[config.mk]
export PLATFORM = sky130hd
export DESIGN_NAME = sram_write_ctrl
export DESIGN_NICKNAME = d
export VERILOG_FILES = /design/src/rtl/sram_write_ctrl.sv
export SDC_FILE = /design/constraint.sdc
export NUM_CORES = 1
export LEC_CHECK = 0
export ABC_CLOCK_PERIOD_IN_PS = 5200
export CAP_MARGIN = 20
export CORE_MARGIN = 3
export CORE_UTILIZATION = 47
export CTS_BUF_LIST = sky130_fd_sc_hd__clkbuf_8
export DETAILED_ROUTE_END_ITERATION = 10
export PLACE_DENSITY = 0.83
export SYNTH_ARGS = -nofsm -noshare
export SYNTH_HDL_FRONTEND = slang
export SYNTH_SLANG_ARGS = --single-unit
[constraint.sdc]
create_clock -name clk -period 5.2 [get_ports clk]
set_input_delay 0.52 -clock clk [delete_from_list [all_inputs] [get_ports clk]]
set_output_delay 0.52 -clock clk [all_outputs]
set_load 0.005 [all_outputs]
[src/rtl/sram_write_ctrl.sv]
// SRAM write controller: stores admitted packets in a circular SRAM region,
// emits one descriptor per packet and tracks occupancy and dropped packets.
module sram_write_ctrl #(
  parameter int unsigned data_width    = 64,
  parameter int unsigned port_width    = 4,
  parameter int unsigned addr_width    = 10,
  parameter int unsigned max_pkt_words = 64
) (
  input  logic                  clk,
  input  logic                  rst,
  input  logic                  in_sop,
  input  logic                  in_eop,
  input  logic                  in_vld,
  input  logic [data_width-1:0] in_data,
  input  logic [port_width-1:0] in_port,
  output logic                  in_rdy,
  output logic                  sram_we,
  output logic [addr_width-1:0] sram_addr,
  output logic [data_width-1:0] sram_wdata,
  output logic                  desc_vld,
  input  logic                  desc_rdy,
  output logic [addr_width-1:0] desc_start,
  output logic [addr_width:0]   desc_len,
  output logic [port_width-1:0] desc_port,
  output logic                  desc_err,
  output logic                  desc_drop,
  input  logic                  rel_vld,
  input  logic [addr_width:0]   rel_len,
  output logic [addr_width:0]   used_cnt,
  output logic [15:0]           drop_cnt
);

  typedef enum logic [1:0] {IDLE, WRITE, DROP, DESC} state_t;

  localparam logic [addr_width+1:0] Capacity = (addr_width+2)'(2**addr_width);
  localparam logic [addr_width+1:0] AdmitThr = (addr_width+2)'(max_pkt_words);
  localparam logic [addr_width:0]   MaxLen   = (addr_width+1)'(max_pkt_words);

  state_t                state_q, state_d;
  logic [addr_width-1:0] wr_ptr_q, wr_ptr_d;
  logic [addr_width:0]   len_q, len_d;
  logic                  err_q, err_d;
  logic                  drop_q, drop_d;
  logic [addr_width-1:0] start_q, start_d;
  logic [port_width-1:0] port_q, port_d;
  logic [15:0]           drop_cnt_q, drop_cnt_d;
  logic [addr_width:0]   used_q, used_d;
  logic                  we_q;
  logic [addr_width-1:0] waddr_q;
  logic [data_width-1:0] wdata_q;

  logic                  accept;
  logic                  sop_acc, eop_acc, word_acc;
  logic                  admit;
  logic                  wr_en;
  logic [addr_width+1:0] free_w, sum_w, rel_w;

  // Stream handshake: sop wins over eop, and a data word needs neither marker.
  always_comb begin
    accept   = (state_q != DESC);
    sop_acc  = accept & in_sop;
    eop_acc  = accept & in_eop & ~in_sop;
    word_acc = accept & in_vld & ~in_sop & ~in_eop;
    free_w   = Capacity - {1'b0, used_q};
    admit    = (free_w >= AdmitThr);
  end

  // Packet FSM: admission, payload write, truncation, drop and descriptor hold.
  always_comb begin
    state_d    = state_q;
    wr_ptr_d   = wr_ptr_q;
    len_d      = len_q;
    err_d      = err_q;
    drop_d     = drop_q;
    start_d    = start_q;
    port_d     = port_q;
    drop_cnt_d = drop_cnt_q;
    wr_en      = 1'b0;
    case (state_q)
      IDLE: begin
        if (sop_acc) begin
          port_d  = in_port;
          start_d = wr_ptr_q;
          len_d   = '0;
          err_d   = 1'b0;
          if (admit) begin
            drop_d  = 1'b0;
            state_d = WRITE;
          end else begin
            drop_d  = 1'b1;
            state_d = DROP;
            if (drop_cnt_q != '1) drop_cnt_d = drop_cnt_q + 16'd1;
          end
        end
      end
      WRITE: begin
        if (sop_acc) begin
          // Unexpected sop closes the open packet as truncated; the sop itself is lost.
          err_d   = 1'b1;
          state_d = DESC;
        end else if (eop_acc) begin
          state_d = DESC;
        end else if (word_acc) begin
          if (len_q < MaxLen) begin
            wr_en    = 1'b1;
            wr_ptr_d = wr_ptr_q + addr_width'(1);
            len_d    = len_q + (addr_width+1)'(1);
          end else begin
            err_d = 1'b1;
          end
        end
      end
      DROP: begin
        if (eop_acc) state_d = DESC;
      end
      DESC: begin
        if (desc_rdy) state_d = IDLE;
      end
      default: state_d = IDLE;
    endcase
  end

  // Occupancy: a write and a release in the same cycle net out; never below zero.
  always_comb begin
    sum_w  = {1'b0, used_q} + {{(addr_width+1){1'b0}}, wr_en};
    rel_w  = rel_vld ? {1'b0, rel_len} : '0;
    used_d = (sum_w >= rel_w) ? (addr_width+1)'(sum_w - rel_w) : '0;
  end

  // State, packet context and counters.
  always_ff @(posedge clk or posedge rst) begin
    if (rst) begin
      state_q    <= IDLE;
      wr_ptr_q   <= '0;
      len_q      <= '0;
      err_q      <= 1'b0;
      drop_q     <= 1'b0;
      start_q    <= '0;
      port_q     <= '0;
      drop_cnt_q <= '0;
      used_q     <= '0;
    end else begin
      state_q    <= state_d;
      wr_ptr_q   <= wr_ptr_d;
      len_q      <= len_d;
      err_q      <= err_d;
      drop_q     <= drop_d;
      start_q    <= start_d;
      port_q     <= port_d;
      drop_cnt_q <= drop_cnt_d;
      used_q     <= used_d;
    end
  end

  // Registered SRAM write port, one cycle behind word acceptance.
  always_ff @(posedge clk or posedge rst) begin
    if (rst) begin
      we_q    <= 1'b0;
      waddr_q <= '0;
      wdata_q <= '0;
    end else begin
      we_q <= wr_en;
      if (wr_en) begin
        waddr_q <= wr_ptr_q;
        wdata_q <= in_data;
      end
    end
  end

  assign in_rdy     = ~rst & (state_q != DESC);
  assign sram_we    = we_q;
  assign sram_addr  = waddr_q;
  assign sram_wdata = wdata_q;
  assign desc_vld   = (state_q == DESC);
  assign desc_start = start_q;
  assign desc_len   = len_q;
  assign desc_port  = port_q;
  assign desc_err   = err_q;
  assign desc_drop  = drop_q;
  assign used_cnt   = used_q;
  assign drop_cnt   = drop_cnt_q;

endmodule

======== Yosys cells after proc, flatten, opt, wreduce, memory -nomap -nowiden ========
Cells that the tools add are included.
operators by class
  add/subtract/negate cells ............... 6
  order comparisons ....................... 3
  eq/ne operators ......................... 14
  multiplexer cells ....................... 26
  bitwise logic cells ..................... 13
  reduce and logical (&&, ||, !) cells .... 8
operators by type and width
  cell                                                                                  count
  11-bit two-way mux                                                                    7
  11-bit case mux with 2 select lines                                                   1
  16-bit by 1-bit adder with 16-bit output, second input constant                       1
  16-bit != test, second input constant                                                 1
  11-bit by 1-bit adder with 12-bit output                                              1
  12-bit by 11-bit greater-or-equal comparator with 1-bit output                        1
  12-bit by 7-bit greater-or-equal comparator with 1-bit output, second input constant  1
  2-bit != test, second input constant                                                  6
  11-bit by 11-bit subtractor with 12-bit output, first input constant                  1
  11-bit by 1-bit adder with 11-bit output, second input constant                       1
  11-bit by 7-bit < comparator with 1-bit output, second input constant                 1
  1-bit two-way mux                                                                     11
  11-bit subtractor                                                                     1
  10-bit by 1-bit adder with 10-bit output, second input constant                       1
  2-bit two-way mux                                                                     5
  5-bit AND reduction                                                                   2
  3-bit != test, second input constant                                                  3
  2-bit case mux with 4 select lines                                                    1
  1-bit AND                                                                             7
  1-bit inverter                                                                        6
  6-bit AND reduction                                                                   1
  2-bit == test, second input constant                                                  2
  2-bit AND reduction                                                                   2
  4-bit AND reduction                                                                   1
  5 further kinds                                                                       5
storage, ports and cells
  flip-flop bits (word level) ............. 141
  bits of input ports ..................... 86
  output and inout port bits .............. 131
  logic and storage cells ................. 82

======== Longest topological paths before layout ========
Gate-level depths: netlist of run 1.
  depth after elaboration ................. 11
  mapped depth ............................ 17

======== Worst setup path after synthesis of run 1 ========
Ideal clock, no wire load.
  kind .................................... register to register
  from .................................... register len_q[7] (netlist: desc_len[7])
  to ...................................... register used_q[4] (netlist: used_cnt[4])
  library setup time ...................... 0.127 ns
  arrival ................................. 3.430 ns
  path slack .............................. 1.644 ns
  cell stages (with the launch flop) ...... 17
  cells stage by stage .................... dfrtp_1 > nor4_2 > nand2b_1 > nor4b_2 > buf_4 > buf_4 > ha_1 > ha_1 > and3_1 > nand3_1 > xnor2_1 > ha_1 > a21o_1 > o311a_1 > a311oi_1 > buf_2 > nor3_1
between the ends
  word-level cells in the longest chain between the ends .. 9
RTL lines
  element                                                                                                     line  RTL
  from (decl)                                                                                                 41    logic [addr_width:0] len_q, len_d;
  from (signal assigned)                                                                                      145   len_q <= len_d;
  11-bit by 7-bit < comparator with 1-bit output (*)                                                          104   if (len_q < MaxLen) begin
  1-bit two-way mux (*)                                                                                       104
  1-bit two-way mux (*)                                                                                       103   end else if (word_acc) begin
  1-bit two-way mux (*)                                                                                       101   end else if (eop_acc) begin
  1-bit two-way mux (*)                                                                                       97    if (sop_acc) begin
  1-bit two-way mux (*)                                                                                       79    case (state_q)
  net wr_en                                                                                                   55    logic wr_en;
  11-bit by 1-bit adder with 12-bit output (*)                                                                125   sum_w = {1'b0, used_q} + {{(addr_width+1){1'b0}}, wr_en};
  11-bit subtractor / 12-bit by 11-bit greater-or-equal comparator with 1-bit output (equally long branches)  127   used_d = (sum_w >= rel_w) ? (addr_width+1)'(sum_w - rel_w) : '0;
  11-bit two-way mux (*)                                                                                      127
  net used_d[4]                                                                                               47    logic [addr_width:0] used_q, used_d;
  to (signal assigned)                                                                                        151   used_q <= used_d;
  to (decl)                                                                                                   47
The timed path passes the listed nets; every way through them passes the cells marked *.
A chain may end at the register's enable or synchronous reset.

======== Worst setup path in the final report of run 1 ========
  from .................................... register len_q[7] (netlist: desc_len[7])
  to ...................................... register used_q[10] (netlist: used_cnt[10])
between the ends
  word-level cells in the longest chain between the ends .. 9
RTL lines
  element                                                                                                     line
  11-bit by 7-bit < comparator with 1-bit output (*)                                                          104
  1-bit two-way mux (*)                                                                                       104
  1-bit two-way mux (*)                                                                                       103
  1-bit two-way mux (*)                                                                                       101
  1-bit two-way mux (*)                                                                                       97
  1-bit two-way mux (*)                                                                                       79
  11-bit by 1-bit adder with 12-bit output (*)                                                                125
  11-bit subtractor / 12-bit by 11-bit greater-or-equal comparator with 1-bit output (equally long branches)  127
  11-bit two-way mux (*)                                                                                      127
  net used_d[10]                                                                                              47
Marks and branches as above.

==> impl_metrics.json, run 1 <==
{
  "path_cells": "nor4_2 -> nand2b_1 -> nor4b_4 -> ha_1 -> ha_1 -> and3_1 -> nand3_1 -> xnor2_1 -> ha_1 -> nand2_1 -> nand2b_1 -> o311a_1 -> a311oi_1 -> buf_4 -> a2111oi_0",
  "wl_met2_mm": 7.17,
  "postRouteWirelength_mm": 15.0,
  "globalRouteOverflowTotal": 0,
  "crit_type": "reg -> reg",
  "wl_per_cell_um": 16.8,
  "ys_top_cells_by_area": "dfrtp_1 56%, mux2_2 16%, xnor2_1 3.9%, ha_1 3.2%, nand2_1 2.0%",
  "r2r_slack_ps": 1400,
  "hold_violations": 0,
  "cts.clk_slew.worst_paths_ps": 70,
  "cts_tree": "yes",
  "grt_pass1_vias": 4733,
  "die_w_um": 122,
  "period_needed_ps": 3800,
  "r2r_start": "desc_len[7]",
  "synth-seq-cells": 141,
  "min_from": "desc_drop",
  "stdcell_area_sq_mm": 0.00901,
  "tns_ps": 0,
  "clock_path_buffers": 2,
  "seqCellArea_sq_mm": 0.00353,
  "crit_required_ps": 5480,
  "via_count": 4594,
  "clock_sinks": 141,
  "hpwl_mm": 11.4,
  "die_y_um": 122,
  "startpoint_type": "flip-flop",
  "drc": 0,
  "core_area_sq_mm": 0.0129,
  "endpoint_kind": "flip-flop",
  "drt_iter0_markers": 302,
  "synth_cells": 489,
  "finalSetupViolCount": 0,
  "max_freq_mhz": 263,
  "nNetsFinal": 812,
  "finalCritPeriodShare_pct": 73.0,
  "worst_hold_slack_ps": 492,
  "io_buffers": 216,
  "synth_top_cell_by_area": "dfrtp_1",
  "drv_cap": 0,
  "ant_nets": 0,
  "start_util_pct": 48.9,
  "cts-root-buf": "clkbuf_8",
  "fin_skew_ps": 9.47,
  "drive_above_1_share_pct": 19.4,
  "clock_latency_ps": 430,
  "ys.flop_type": "dfrtp_1",
  "r2r_end": "used_cnt[10]",
  "syn_avg_cell_area_sq_um": 12.9,
  "htree_levels": 4,
  "area_growth_pct": 43.0,
  "total_power_mw": 4.09,
  "ys_async_sr_fraction_pct": 100,
  "ir_drop_uv": 289,
  "cts_setup_buffers": 0,
  "syn_nets": 592,
  "dieArea_sq_mm": 0.0148,
  "critPathCapture": "used_cnt[10]",
  "p_per_area_mw_per_mm2": 454,
  "rsz0062_at_grt": "false",
  "via_per_inst": 5.14,
  "ys_types": 58,
  "grt_max_degree": 93,
  "grt_pass1_wl_mm": 24.1,
  "routed.top_layer": "met4",
  "wl_met1_mm": 6.49,
  "gp_routability_congestion": 0.927,
  "hold_path.class": "reg -> reg",
  "netlist_area_sq_mm": 0.00630,
  "multi_input_comb_area_sq_mm": 0.00265,
  "dpl_cell_area_sq_mm": 0.00862,
  "crit_top_cell": "ha_1",
  "synth-edff-count": 0,
  "ios": 217,
  "antenna_found_initial": 0,
  "cts-resized-gates": 0,
  "cp.arrival_ps": 4080,
  "path_max_fanout": 11,
  "postCtsHoldBufs": 0,
  "seq_area_frac_synth_pct": 56.0,
  "numCtsBuffers": 17,
  "leakagePower_nw": 3.95,
  "crit_path_start": "desc_len[7]",
  "slew_viol_final": 0,
  "fill_cells": 911,
  "dr_wl_met3_mm": 1.11,
  "diodes": 0,
  "r2r_cells": 15,
  "synth_top_area_share_pct": 56.0,
  "outcome": "complete, no violations",
  "grt.total_usage_pct": 20.6,
  "worst_slew_pin_slew_ps": 1030,
  "yosys_warnings": 0,
  "fp-row-count": 41,
  "cpPeakStageDelay_ps": 440,
  "relSlewSlack_pct": 31.0,
  "cpMaxStageDelayCell": "a2111oi_0",
  "first_pass_iters": 4
}
## synthesized netlist by cell type (2+ instances only)
library cell	instances
and3_4	2
nor3_1	5
xnor2_1	28
nor3b_1	2
nand2_1	34
and3_1	6
clkbuf_1	4
a311oi_1	2
and3_2	2
nor2_1	22
and2_1	6
a211o_1	2
nor2b_1	3
ha_1	16
buf_4	2
nand2b_1	6
buf_2	11
a21o_1	2
dfrtp_1	141
nand3_1	14
o21ai_0	6
a31oi_1	5
mux2_2	90
a41oi_1	3
xor2_1	10
and4_1	5
inv_1	10
a21oi_1	11
nand4_1	10
## worst max-delay path, delay by kind of cell, from the launching register on
| family | cells | cell delay, ps |
|---|---|---|
| DFF | 1 | 420 |
| adders and majority gates | 3 | 850 |
| xor gates and xnor gates | 1 | 150 |
| buffers and inverters | 1 | 190 |
| AOI/OAI and AO/OA | 3 | 650 |
| and+or+nand+nor | 7 | 1390 |
## sequential cells by signal, indices dropped and copies added (netlist names)
| name | count |
|---|---|
| desc_err | 1 |
| sram_addr | 10 |
| drop_cnt | 16 |
| used_cnt | 11 |
| desc_start | 10 |
| state_q | 2 |
| sram_we | 1 |
| desc_len | 11 |
| sram_wdata | 64 |
| wr_ptr_q | 10 |
| desc_port | 4 |
| desc_drop | 1 |
## power by group
part	total, mW	switching (mW)	internal (mW)
Clock	0.857	0.396	0.461
Combinational	1.56	0.553	1.01
Sequential	1.68	0.248	1.43
Total	4.09	1.20	2.90
## kinds of logic (layout without fill, tap and decap cells)
| logic type | count (synthesis) | in the layout | synth area share [%] |
|---|---|---|---|
| buf+inv | 28 | 261 | 2.12 |
| xor+xnor | 38 | 38 | 5.28 |
| mux | 91 | 91 | 16.2 |
| flops | 141 | 141 | 56.0 |
| compound gates | 44 | 44 | 5.20 |
| simple gates | 130 | 130 | 11.7 |
| fa+ha+maj | 17 | 17 | 3.49 |
## metrics by stage
stage               worst slack [ps]  cells  util, %
CTS                             1450    894     70.0
detailed placement              1010    862     66.9
floorplan                        899    489        -
global placement                1130    862     66.9
finish                          1400    894     70.0
global route                    1170    894     70.0
## worst min-delay path by stage
stage | to | slack (ps) | cells after the start
5_1_grt | desc_drop | 510 | 1
6_report | desc_drop | 490 | 1
3_5_place_dp | desc_drop | 470 | 1
4_1_cts | desc_drop | 490 | 1
3_3_place_gp | desc_err | 460 | 2
2_1_floorplan | wr_ptr_q[9] | 460 | 1
## per-layer routing
metal | up-vias | global-route usage, %
met5 | - | 0
met4 | 0 | 7.56
met3 | 17 | 6.59
met2 | 172 | 32.4
met1 | 2225 | 26.8
li1 | 2180 | -
## cell usage in the layout, fill, tap and decap left out, types with 2 or more instances in the layout
cell type / instances
clkdlybuf4s50_1: 216
dfrtp_1: 141
mux2_2: 90
nand2_1: 34
xnor2_1: 28
nor2_1: 22
clkbuf_8: 20
ha_1: 16
nand3_1: 14
a21oi_1: 11
inv_1: 11
nand4_1: 10
xor2_1: 10
o21ai_0: 6
and2_1: 6
and3_1: 6
nand2b_1: 6
and4_1: 5
a31oi_1: 5
nor3_1: 5
clkinv_2: 5
a41oi_1: 3
nor2b_1: 3
inv_6: 3
buf_4: 3
a211o_1: 2
a21o_1: 2
a311oi_1: 2
nor3b_1: 2
and3_4: 2
and3_2: 2
bufinv_16: 2
## layout make-up
type | instances | share of cell area (%)
Clock buffer | 20 | 3.05
Clock inverter | 12 | 1.32
Inverter | 10 | 0.472
Multi-Input combinational cell | 320 | 29.4
Sequential cell | 141 | 39.1
Tap cell | 172 | 2.39
Timing Repair Buffer | 219 | 24.2
No activity file was read; power rests on OpenSTA's default activity.
==> run 2: changes to the inputs <==
ABC_CLOCK_PERIOD_IN_PS = 4000   (was 5200)
clock period = 4 ns   (was 5.2 ns; I/O delays follow)
==> run 2 against run 1 <==
  * Power is 29% higher
  * Critical path depth did not move
  * Die area stayed put
  * Sequential power up 31%
  * Clock power grew 18%
  * Non-clock buffer count increased by 4
  * Critical endpoint unchanged
  * Largest cell class unchanged
  * Highest routed layer unchanged
==> impl_metrics.json, run 2 (synthesized netlist as in run 1, its figures left out) <==
{
  "ir_drop_uv": 332,
  "clock_sinks": 141,
  "via_count": 4722,
  "mostFrequentLayoutCells": "216 x clkdlybuf4s50_1, 141 x dfrtp_1, 90 x mux2_2",
  "total_power_mw": 5.27,
  "gp_routability_congestion": 0.890,
  "cts-resized-gates": 0,
  "postCtsHoldBufs": 0,
  "wl_per_cell_um": 17.5,
  "worst_hold_slack_ps": 493,
  "drc": 0,
  "grt_pass1_wl_mm": 24.5,
  "fin_ws_ps": 265,
  "die_y_um": 122,
  "worst_slew_pin_slew_ps": 1050,
  "crit_top_cell": "ha_1",
  "finalCritPeriodShare_pct": 93.4,
  "final_util_pct": 70.1,
  "grt.total_usage_pct": 21.0,
  "cpMaxStageDelayCell": "dfrtp_1",
  "tns_ps": 0,
  "drv_cap": 0,
  "startpoint_type": "flip-flop",
  "postRouteWirelength_mm": 15.7,
  "ios": 217,
  "path_max_fanout": 11,
  "place_ws_ps": 61.0,
  "endpoint_kind": "flip-flop",
  "crit_required_ps": 4300,
  "multi_input_comb_area_sq_mm": 0.00265,
  "die_w_um": 122,
  "final_common_cell": "clkdlybuf4s50_1",
  "cts_setup_buffers": 0,
  "slew_viol_final": 0,
  "worst_path_dominant_cell_family": "simple AND/OR/NAND/NOR gates",
  "clock_latency_ps": 430,
  "hpwl_mm": 11.7,
  "max_freq_mhz": 268,
  "outcome": "complete, no violations",
  "relSlewSlack_pct": 29.8,
  "finalSetupViolCount": 0,
  "io_buffers": 216,
  "dpl_cell_area_sq_mm": 0.00867,
  "cp.arrival_ps": 4030,
  "fill_cells": 945,
  "ant_nets": 0,
  "drt_iter0_markers": 227,
  "cts-root-buf": "clkbuf_8",
  "fin_cells": 896,
  "core_area_sq_mm": 0.0129,
  "cts_tree": "yes",
  "critPathBufInv": 1,
  "period_needed_ps": 3730,
  "dieArea_sq_mm": 0.0148,
  "start_util_pct": 48.9,
  "crit_type": "reg -> reg",
  "antenna_found_initial": 0,
  "seqCellArea_sq_mm": 0.00353,
  "largest_register_ff_count": 64,
  "via_per_inst": 5.27,
  "hold_path.class": "reg -> reg",
  "cpPeakStageDelay_ps": 410,
  "area_growth_pct": 43.2,
  "grt_max_degree": 83,
  "stdcell_area_sq_mm": 0.00902,
  "nNetsFinal": 816,
  "fin_skew_ps": 11.9,
  "drive_above_1_share_pct": 19.6,
  "diodes": 0,
  "path_cells": "nor4_2 -> nand2b_1 -> nor4b_4 -> ha_1 -> ha_1 -> and3_1 -> nand3_1 -> xnor2_1 -> ha_1 -> a21o_1 -> nand2b_1 -> o311a_1 -> a311oi_1 -> buf_4 -> a2111oi_1",
  "htree_levels": 4,
  "p_per_area_mw_per_mm2": 584,
  "cts.clk_slew.worst_paths_ps": 80,
  "clock_path_buffers": 2,
  "globalRouteOverflowTotal": 0,
  "first_pass_iters": 4,
  "dp_cells": 866,
  "numCtsBuffers": 17,
  "fp-row-count": 41,
  "grt_pass1_vias": 4821,
  "hold_violations": 0,
  "leakagePower_nw": 3.95
}
## run 2: changes by cell type in the layout (fill, tap and decap cells not counted), sizes merged
cell / previous run / this run
bufinv: 2 / 1
clkinvlp: 0 / 2
inv: 14 / 11
buf: 3 / 7
## run 2: final cells by class
class	instances	area share (%)
sequential	141	39.1
clock buffer	20	3.05
timing repair buffer	223	24.8
tap	172	2.38
multi-input combinational	320	29.4
clock inverter	10	0.832
inverter	10	0.458
## run 2: final timing paths
| kind | startpoint | end | slack [ps] | cells after the start |
|---|---|---|---|---|
| max | desc_len[7] | used_cnt[10] | 270 | 15 |
| min | drop_cnt[10] | drop_cnt[10] | 490 | 1 |
| max reg2reg | desc_len[7] | used_cnt[10] | 270 | 15 |
| min reg2reg | drop_cnt[10] | drop_cnt[10] | 490 | 1 |
| max in group asynchronous | rst | drop_cnt[1] | 2690 | 3 |
| min in group asynchronous | rst | desc_len[7] | 560 | 2 |
## run 2: worst register-to-register path, stage by stage (launching register included)
cell	delay, ps
dfrtp_1	410
nor4_2	370
nand2b_1	170
nor4b_4	320
ha_1	280
ha_1	220
and3_1	240
nand3_1	110
xnor2_1	170
ha_1	200
a21o_1	190
nand2b_1	140
o311a_1	160
a311oi_1	50
buf_4	190
a2111oi_1	400
## run 2: layer usage
| metal | share of wire [%] | GRT usage (%) | vias up | wire length (um) |
|---|---|---|---|---|
| met4 | 1.4 | 6.51 | 0 | 223 |
| li1 | - | - | 2195 | - |
| met2 | 52 | 37.3 | 212 | 8120 |
| met3 | 8.7 | 6.96 | 22 | 1360 |
| met1 | 38 | 24.1 | 2293 | 5990 |
| met5 | 0 | 0 | - | 0 |
## run 2: power breakdown
part	switching, mW	internal, mW
Clock	0.490	0.522
Sequential	0.340	1.86
Combinational	0.734	1.32
Total	1.56	3.70
==> run 3: changes to the inputs <==
ABC_CLOCK_PERIOD_IN_PS = 4700   (was 4000)
CORE_UTILIZATION = 45   (was 47)
PLACE_DENSITY = 0.8   (was 0.83)
clock period = 4.7 ns   (was 4 ns; I/O delays follow)
==> run 3 against run 2 <==
  * Via count fell by 1.8%
  * Flip-flop and latch count stayed put
  * Worst hold slack better by 11 ps
  * Power is 14% lower
  * Non-clock buffer count is 4 lower
  * Routed wire length decreased by 2.1%
  * Maximum frequency shrank 3.5%
  * Count of clock-buffer cells in the layout is the same
  * Clock power shrank 6%
  * Clock skew increased by 2.2 ps
  * Utilization is 3.1 points lower
  * Cell count grew 0.11%
  * Critical path type unchanged
==> impl_metrics.json, run 3 (synthesized netlist as in run 1, its figures left out) <==
{
  "die_w_um": 124,
  "finalCritPeriodShare_pct": 82.3,
  "final_util_pct": 67.0,
  "core_area_sq_mm": 0.0135,
  "hpwl_mm": 11.4,
  "path_cells": "nor4_2 -> nand2b_1 -> nor4b_4 -> ha_1 -> ha_1 -> and3_1 -> nand3_1 -> xnor2_1 -> ha_1 -> nand2_1 -> nand2b_1 -> o311a_1 -> a311oi_1 -> buf_4 -> a2111oi_0",
  "cpMaxStageDelayCell": "a2111oi_0",
  "min_from": "sram_wdata[62]",
  "worst_slew_pin_slew_ps": 1040,
  "first_pass_iters": 4,
  "startpoint_type": "flip-flop",
  "via_count": 4639,
  "hold_end": "sram_wdata[62]",
  "stdcell_area_sq_mm": 0.00902,
  "cts.clk_slew.worst_paths_ps": 80,
  "endpoint_kind": "flip-flop",
  "ir_drop_uv": 301,
  "holdPathStages": 1,
  "cts-root-buf": "clkbuf_8",
  "grt_pass1_wl_mm": 25.7,
  "total_power_mw": 4.55,
  "htree_levels": 4,
  "ios": 217,
  "final_common_cell": "clkdlybuf4s50_1",
  "grt_max_degree": 109,
  "diodes": 0,
  "globalRouteOverflowTotal": 0,
  "postCtsHoldBufs": 0,
  "largest_register_ff_count": 64,
  "worst_path_dominant_cell_family": "simple AND/OR/NAND/NOR gates",
  "crit_type": "reg -> reg",
  "start_util_pct": 46.8,
  "drv_cap": 0,
  "numCtsBuffers": 17,
  "cpPeakStageDelay_ps": 460,
  "cts_setup_buffers": 0,
  "die_y_um": 124,
  "ant_nets": 0,
  "cts-resized-gates": 0,
  "r2r_start": "desc_len[7]",
  "drive_above_1_share_pct": 19.4,
  "period_needed_ps": 3870,
  "hold_violations": 0,
  "hold_path.class": "reg -> reg",
  "relSlewSlack_pct": 30.4,
  "nNetsFinal": 812,
  "grt_pass1_vias": 4995,
  "cp.arrival_ps": 4150,
  "finalSetupViolCount": 0,
  "mostFrequentLayoutCells": "216 x clkdlybuf4s50_1, 141 x dfrtp_1, 90 x mux2_2",
  "drt_iter0_markers": 233,
  "drc": 0,
  "crit_top_cell": "ha_1",
  "clock_sinks": 141,
  "outcome": "complete, no violations",
  "leakagePower_nw": 3.93,
  "crit_required_ps": 4980,
  "fp-row-count": 42,
  "r2r_end": "used_cnt[10]",
  "path_max_fanout": 11,
  "area_growth_pct": 43.1,
  "io_buffers": 216,
  "cts_tree": "yes",
  "fin_skew_ps": 14.0,
  "dieArea_sq_mm": 0.0155,
  "clock_latency_ps": 430,
  "critPathBufInv": 1,
  "wl_per_cell_um": 17.1,
  "p_per_area_mw_per_mm2": 504,
  "r2r_slack_ps": 830,
  "r2r_cells": 15,
  "clock_path_buffers": 2,
  "rsz0062_at_grt": "false",
  "grt.total_usage_pct": 20.3,
  "gp_routability_congestion": 0.888,
  "slew_viol_final": 0,
  "max_freq_mhz": 258,
  "via_per_inst": 5.17,
  "antenna_found_initial": 0,
  "tns_ps": 0,
  "postRouteWirelength_mm": 15.4,
  "dpl_cell_area_sq_mm": 0.00862
}
==> run 3: worst max path at each step <==
stage,startpoint,depth (start not counted),endpoint,slack [ps]
6_report,desc_len[7],15,used_cnt[10],830
5_1_grt,desc_len[7],15,used_cnt[10],550
4_1_cts,desc_len[7],15,used_cnt[10],840
3_5_place_dp,in_sop,15,used_cnt[10],480
3_3_place_gp,in_sop,14,used_cnt[10],700
2_1_floorplan,rst,1,desc_drop,450
==> run 3: layer usage <==
metal / routed length, um / up-vias / GRT usage, %
li1: - / 2180 / -
met1: 6400 / 2266 / 24.9
met2: 7760 / 180 / 34.6
met3: 1060 / 13 / 6.22
met4: 148 / 0 / 5.80
met5: 0 / - / 0
==> run 3: layout make-up <==
class | count | area (sq um)
Clock buffer | 20 | 275
Clock inverter | 11 | 116
Fill cell | 1025 | 4440
Inverter | 10 | 42.5
Multi-Input combinational cell | 320 | 2650
Sequential cell | 141 | 3530
Tap cell | 176 | 220
Timing Repair Buffer | 219 | 2180
==> run 3: report_power, final <==
part	internal, mW	leakage, nW	switching [mW]
combinational	1.11	1.89	0.625
sequential	1.58	1.84	0.278
clock	0.507	0.202	0.440
total	3.20	3.93	1.34
==> run 3: stage by stage <==
step	std cells	hold slack, ps	setup slack, ps
2_1_floorplan	489	457	449
4_1_cts	897	511	845
3_5_place_dp	866	493	484
6_report	897	504	831
5_1_grt	897	520	548
3_3_place_gp	866	468	699
==> RTL change 1, RTL diff (config.mk and constraints of run 2) <==
Reset style: synchronous (`rst`), changed in 2 clocked blocks.
--- a/src/rtl/sram_write_ctrl.sv
+++ b/src/rtl/sram_write_ctrl.sv
@@ -130,3 +130,3 @@
   // State, packet context and counters.
-  always_ff @(posedge clk or posedge rst) begin
+  always_ff @(posedge clk) begin
     if (rst) begin
@@ -155,3 +155,3 @@
   // Registered SRAM write port, one cycle behind word acceptance.
-  always_ff @(posedge clk or posedge rst) begin
+  always_ff @(posedge clk) begin
     if (rst) begin
Function: differs if rst is asserted again (counterexample within 4 cycles, from zero or initial values and one cycle with rst high); with rst held inactive, the same outputs for 4 cycles.
==> RTL change 1 against run 2 <==
Synthesized area fell by 3.2%. Routed wire length is 13% higher. Design area down 2.7%. Non-clock buffer count increased by 5. Critical path depth decreased by 3. Sequential cell count did not move. Setup slack improved by 210 ps. Fmax increased by 5.8%. Power is 28% lower. Final cell count is 27% higher. Count of clock-buffer cells in the layout unchanged. Global-route usage rose by 3.1 points. Die area fell by 3.0%. Critical path type unchanged.
==> RTL change 1: results (changes against run 2) <==
- Met3 track utilization from global routing: 8.62% (+1.7 points)
- Net count of the mapped netlist: 860 (+45%)
- Sw Ratio: 30.2% (+0.50 points)
- Flip-flop count of the largest register, all copies and words added: 64 (unchanged)
- Critical path peak fanout: 7 (-4)
- Syn Area/Cell: 8.06 µm² (-37%)
- Cell area power density: 434 mW/mm² (-26%)
- Global Route met1 Usage: 30.3% (+6.2 points)
- Count of routing violations after the opening detailed-route iteration: 525 (+130%)
- Sequential cell area fraction in the yosys report: 46.3% (-9.7 points)
- Sum of met2 wire segment lengths after detailed routing: 8440 µm (+4.0%)
- Part of the total power dissipated in combinational logic: 27.8% (-11 points)
- Number of global-route vias before repair: 5611 (+16%)
- Max stage delay cell, worst path: fa_1
- Worst Clk Skew: 8.71 ps (-3.15 ps)
- Met2 track utilization from global routing: 38.9% (+1.6 points)
- Largest net degree at the start of global routing: 89 (+7.2%)
- Number of filler instances in the final layout: 1032 (+9.2%)
- Start point of the worst hold path: sram_wdata[24]$_SDFFE_PP0P_
- Last element of the critical path: used_cnt[5]$_SDFF_PP0_
- Fin nets: 1062 (+30%)
- Final worst hold slack: 453 ps (-39.5 ps)
- Met3 wire len: 1480 µm (+9.0%)
- Wirelength, routed: 17700 µm (+13%)
- All-Layer GR Usage: 24.2% (+3.1 points)
- Pre-antenna DRT Iters: 5 (+1)
- Post-placement cell area: 0.00836 mm² (-3.6%)
- Global-route wire length before repair: 28200 µm (+15%)
- Vias per cell: 5.26 (-0.26%)
- Count of cells along the worst hold path: 2 (+1)
- Min-Delay Endpoint: sram_wdata[24]$_SDFFE_PP0P_
- Outcome: finished clean
- Leakage power summed over all cells: 3.09 nW (-22%)
- Yosys warning count: 0 (unchanged)
- List of most frequent post-synthesis cells: nand2_1, dfxtp_1, a21oi_1
- Half-perimeter wire length after detailed placement: 12400 µm (+6.0%)
- Area contributors post-synth: dfxtp_1, nand2_1, a21oi_1
- Cell count of the worst reg-to-reg path: 12 (-3)
- Clock share of power: 31.2% (+12 points)
- Number of standard cells in the layout, taps in and fillers out: 1140 (+27%)
- Routed metal-1 wirelength: 7390 µm (+23%)
- Worst path max stage delay: 470 ps (+60 ps)
- Share of flip-flops with an asynchronous set or reset: 0% (-100 points)
- Reg2reg setup slack: 470 ps (+210 ps)
- Cell area after technology mapping: 0.00610 mm² (-3.2%)
- Worst Setup SP: state_q[1]$_SDFFE_PP0P_
- Count of unique library cells instantiated by Yosys: 60 (+3.4%)
- Pre-CTS setup slack: 39.6 ps (-21.4 ps)
- Data arrival time of the critical path: 3840 ps (-190 ps)
- Worst IR drop on VDD: 0.000293 V (-12%)
- Placer Congestion: 0.944 (+6.2%)
- CP top delay family: compound AO/OA/AOI/OAI gates
- Share of post-route cells with drive strength above 1: 6.58% (-13 points)
- Final WS setup: 471 ps (+206 ps)
- Remaining max-slew budget at the tightest pin: 39.5% (+9.7 points)
RTL change 1: cell count changes after synthesis, moves of 17 or more:
cell and change:
mux2_2 -86, nor2_1 +17, clkbuf_1 +26, dfxtp_1 +141, dfrtp_1 -141, a21oi_1 +104, nand2_1 +178
RTL change 1: tightest hold or removal path, stage by stage, from the launching register on:
cell     delay, ps
dfxtp_1        310
nand2_1         50
a21oi_1         50
RTL change 1: final cells by class:
type	count	area, µm²	area share (%)
tap	168	210	2.39
sequential	141	2820	32.2
clock inverter	12	144	1.64
inverter	16	60.1	0.684
multi-input combinational	555	3020	34.4
clock buffer	20	275	3.14
timing repair buffer	228	2250	25.6
RTL change 1: cell families after synthesis:
logic type | after synthesis | synth area share [%]
AOI/OAI and AO/OA | 166 | 16.0
xor gates and xnor gates | 27 | 3.88
adders and majority gates | 17 | 3.61
buffers and inverters | 61 | 4.29
DFF | 141 | 46.3
muxes | 4 | 0.738
and+or+nand+nor | 341 | 25.2
==> RTL change 2, RTL diff (settings of run 2) <==
Made on the original files. Set the parameter `addr_width` to 8 (it was 10).
--- a/src/rtl/sram_write_ctrl.sv
+++ b/src/rtl/sram_write_ctrl.sv
@@ -5,3 +5,3 @@
   parameter int unsigned port_width    = 4,
-  parameter int unsigned addr_width    = 10,
+  parameter int unsigned addr_width    = 8,
   parameter int unsigned max_pkt_words = 64
Ports: changed (5 resized); port bits go from 217 to 207. No check against the original RTL was run, so the function may have changed too.
==> RTL change 2 against run 2 <==
Via count fell by 7.8%. Routed wire length is 6.4% lower. Power decreased by 2.1%. Setup slack gained 280 ps. Sequential cell count fell by 10. Synthesized area decreased by 8.2%. Fmax is 8.1% higher. Design area decreased by 6.3%. Largest power group unchanged. Highest routed layer unchanged.
==> RTL change 2: results (changes against run 2) <==
- Outcome: finished clean
- Share of post-route cells with drive strength above 1: 18.6% (-0.99 points)
- Placer Congestion: 0.847 (-4.8%)
- Vias per cell: 5.28 (+0.19%)
- Count of unique library cells instantiated by Yosys: 45 (-22%)
- Compound-Gate Fraction of Synth Area: 4.41% (-0.79 points)
- Number of global-route vias before repair: 4484 (-7.0%)
- Critical path peak fanout: 8 (-3)
- Largest net degree at the start of global routing: 132 (+59%)
- Worst Clk Skew: 12.2 ps (+0.334 ps)
- Internal Power: 3.70 mW (about the same)
- Wirelength, routed: 14700 µm (-6.4%)
- Port Buffer Count: 206 (-4.6%)
- Tightest Pin Transition: 1130 ps (+71.7 ps)
- Pre-antenna DRT Iters: 6 (+2)
- Number of filler instances in the final layout: 814 (-14%)
- Worst IR drop on VDD: 0.000258 V (-22%)
- Number of standard cells in the layout, taps in and fillers out: 825 (-7.9%)
- List of most frequent post-synthesis cells: dfrtp_1, mux2_2, nand2_1
- Worst path max stage delay: 520 ps (+110 ps)
- Half-perimeter wire length after detailed placement: 10700 µm (-8.3%)
- Cell count after placement: 793 (-8.4%)
- Data arrival time of the critical path: 3770 ps (-260 ps)
- Pre-CTS setup slack: 126 ps (+64.9 ps)
- Net count of the mapped netlist: 553 (-6.6%)
- Area contributors post-synth: dfrtp_1, mux2_2, xnor2_1
- Fin nets: 768 (-5.9%)
- Sequential cell area fraction in the yosys report: 56.7% (+0.69 points)
- Leakage power summed over all cells: 3.77 nW (-4.4%)
- Count of routing violations after the opening detailed-route iteration: 284 (+25%)
- All-Layer GR Usage: 21.9% (+0.83 points)
- Global-route wire length before repair: 22900 µm (-6.2%)
- Post-placement cell area: 0.00801 mm² (-7.7%)
[RTL change 2: stage by stage]
step                hold WS (ps)  total power [mW]
floorplan                    456              2.78
global placement             487              3.84
detailed placement           488              3.93
CTS                          504              5.21
global route                 521              5.47
finish                       493              5.15
[RTL change 2: worst paths after layout]
check	from	cells after the start	end	slack, ps
setup / recovery	in_sop	12	used_cnt[8]$_DFF_PP0_	540
hold / removal	rst	3	sram_wdata[54]$_DFFE_PP0P_	490
setup reg to reg	desc_len[6]$_DFFE_PP0P_	11	used_cnt[8]$_DFF_PP0_	700
hold reg to reg	drop_cnt[8]$_DFFE_PP0P_	1	drop_cnt[8]$_DFFE_PP0P_	500
max in group asynchronous	rst	3	drop_cnt[10]$_DFFE_PP0P_	2970
min in group clk	drop_cnt[8]$_DFFE_PP0P_	1	drop_cnt[8]$_DFFE_PP0P_	500
[RTL change 2: area by class of cell]
type                            instances  area [µm²]  share of cell area [%]
Sequential cell                       131        3280                    38.8
Multi-Input combinational cell        295        2380                    28.2
Timing Repair Buffer                  212        2120                    25.1
Clock buffer                           19         262                    3.09
Clock inverter                         13         190                    2.25
Tap cell                              143         179                    2.12
Inverter                               12        47.5                   0.562
[RTL change 2: cell families after synthesis]
| kind of cell | Yosys count |
|---|---|
| AOI/OAI and AO/OA | 39 |
| muxes | 88 |
| xor gates and xnor gates | 35 |
| and+or+nand+nor | 118 |
| DFF | 131 |
| adders and majority gates | 15 |
| buffers and inverters | 28 |
[RTL change 2: power by group through the flow]
| stage | Sequential, mW | Clock [mW] | Combinational [mW] |
|---|---|---|---|
| 5_1_grt | 2.08 | 1.35 | 2.04 |
| 2_1_floorplan | 2.01 | 0 | 0.775 |
| 4_1_cts | 2.02 | 1.29 | 1.90 |
| 6_report | 2.02 | 1.26 | 1.87 |
| 3_3_place_gp | 2.01 | 0 | 1.83 |
| 3_5_place_dp | 2.04 | 0 | 1.89 |
[RTL change 2: worst min-delay path: stages]
cell	delay [ps]
clkdlybuf4s50_1	460
inv_4	80
buf_12	460
[RTL change 2: per-layer routing]
layer  vias to the layer above  global-route usage [%]  share of wire (%)
met3                        17                    6.79                7.2
met2                       151                    38.0                 51
li1                       2054                       -                  -
met1                      2134                    26.0                 41
met5                         -                       0                  0
met4                         0                    6.73                1.1
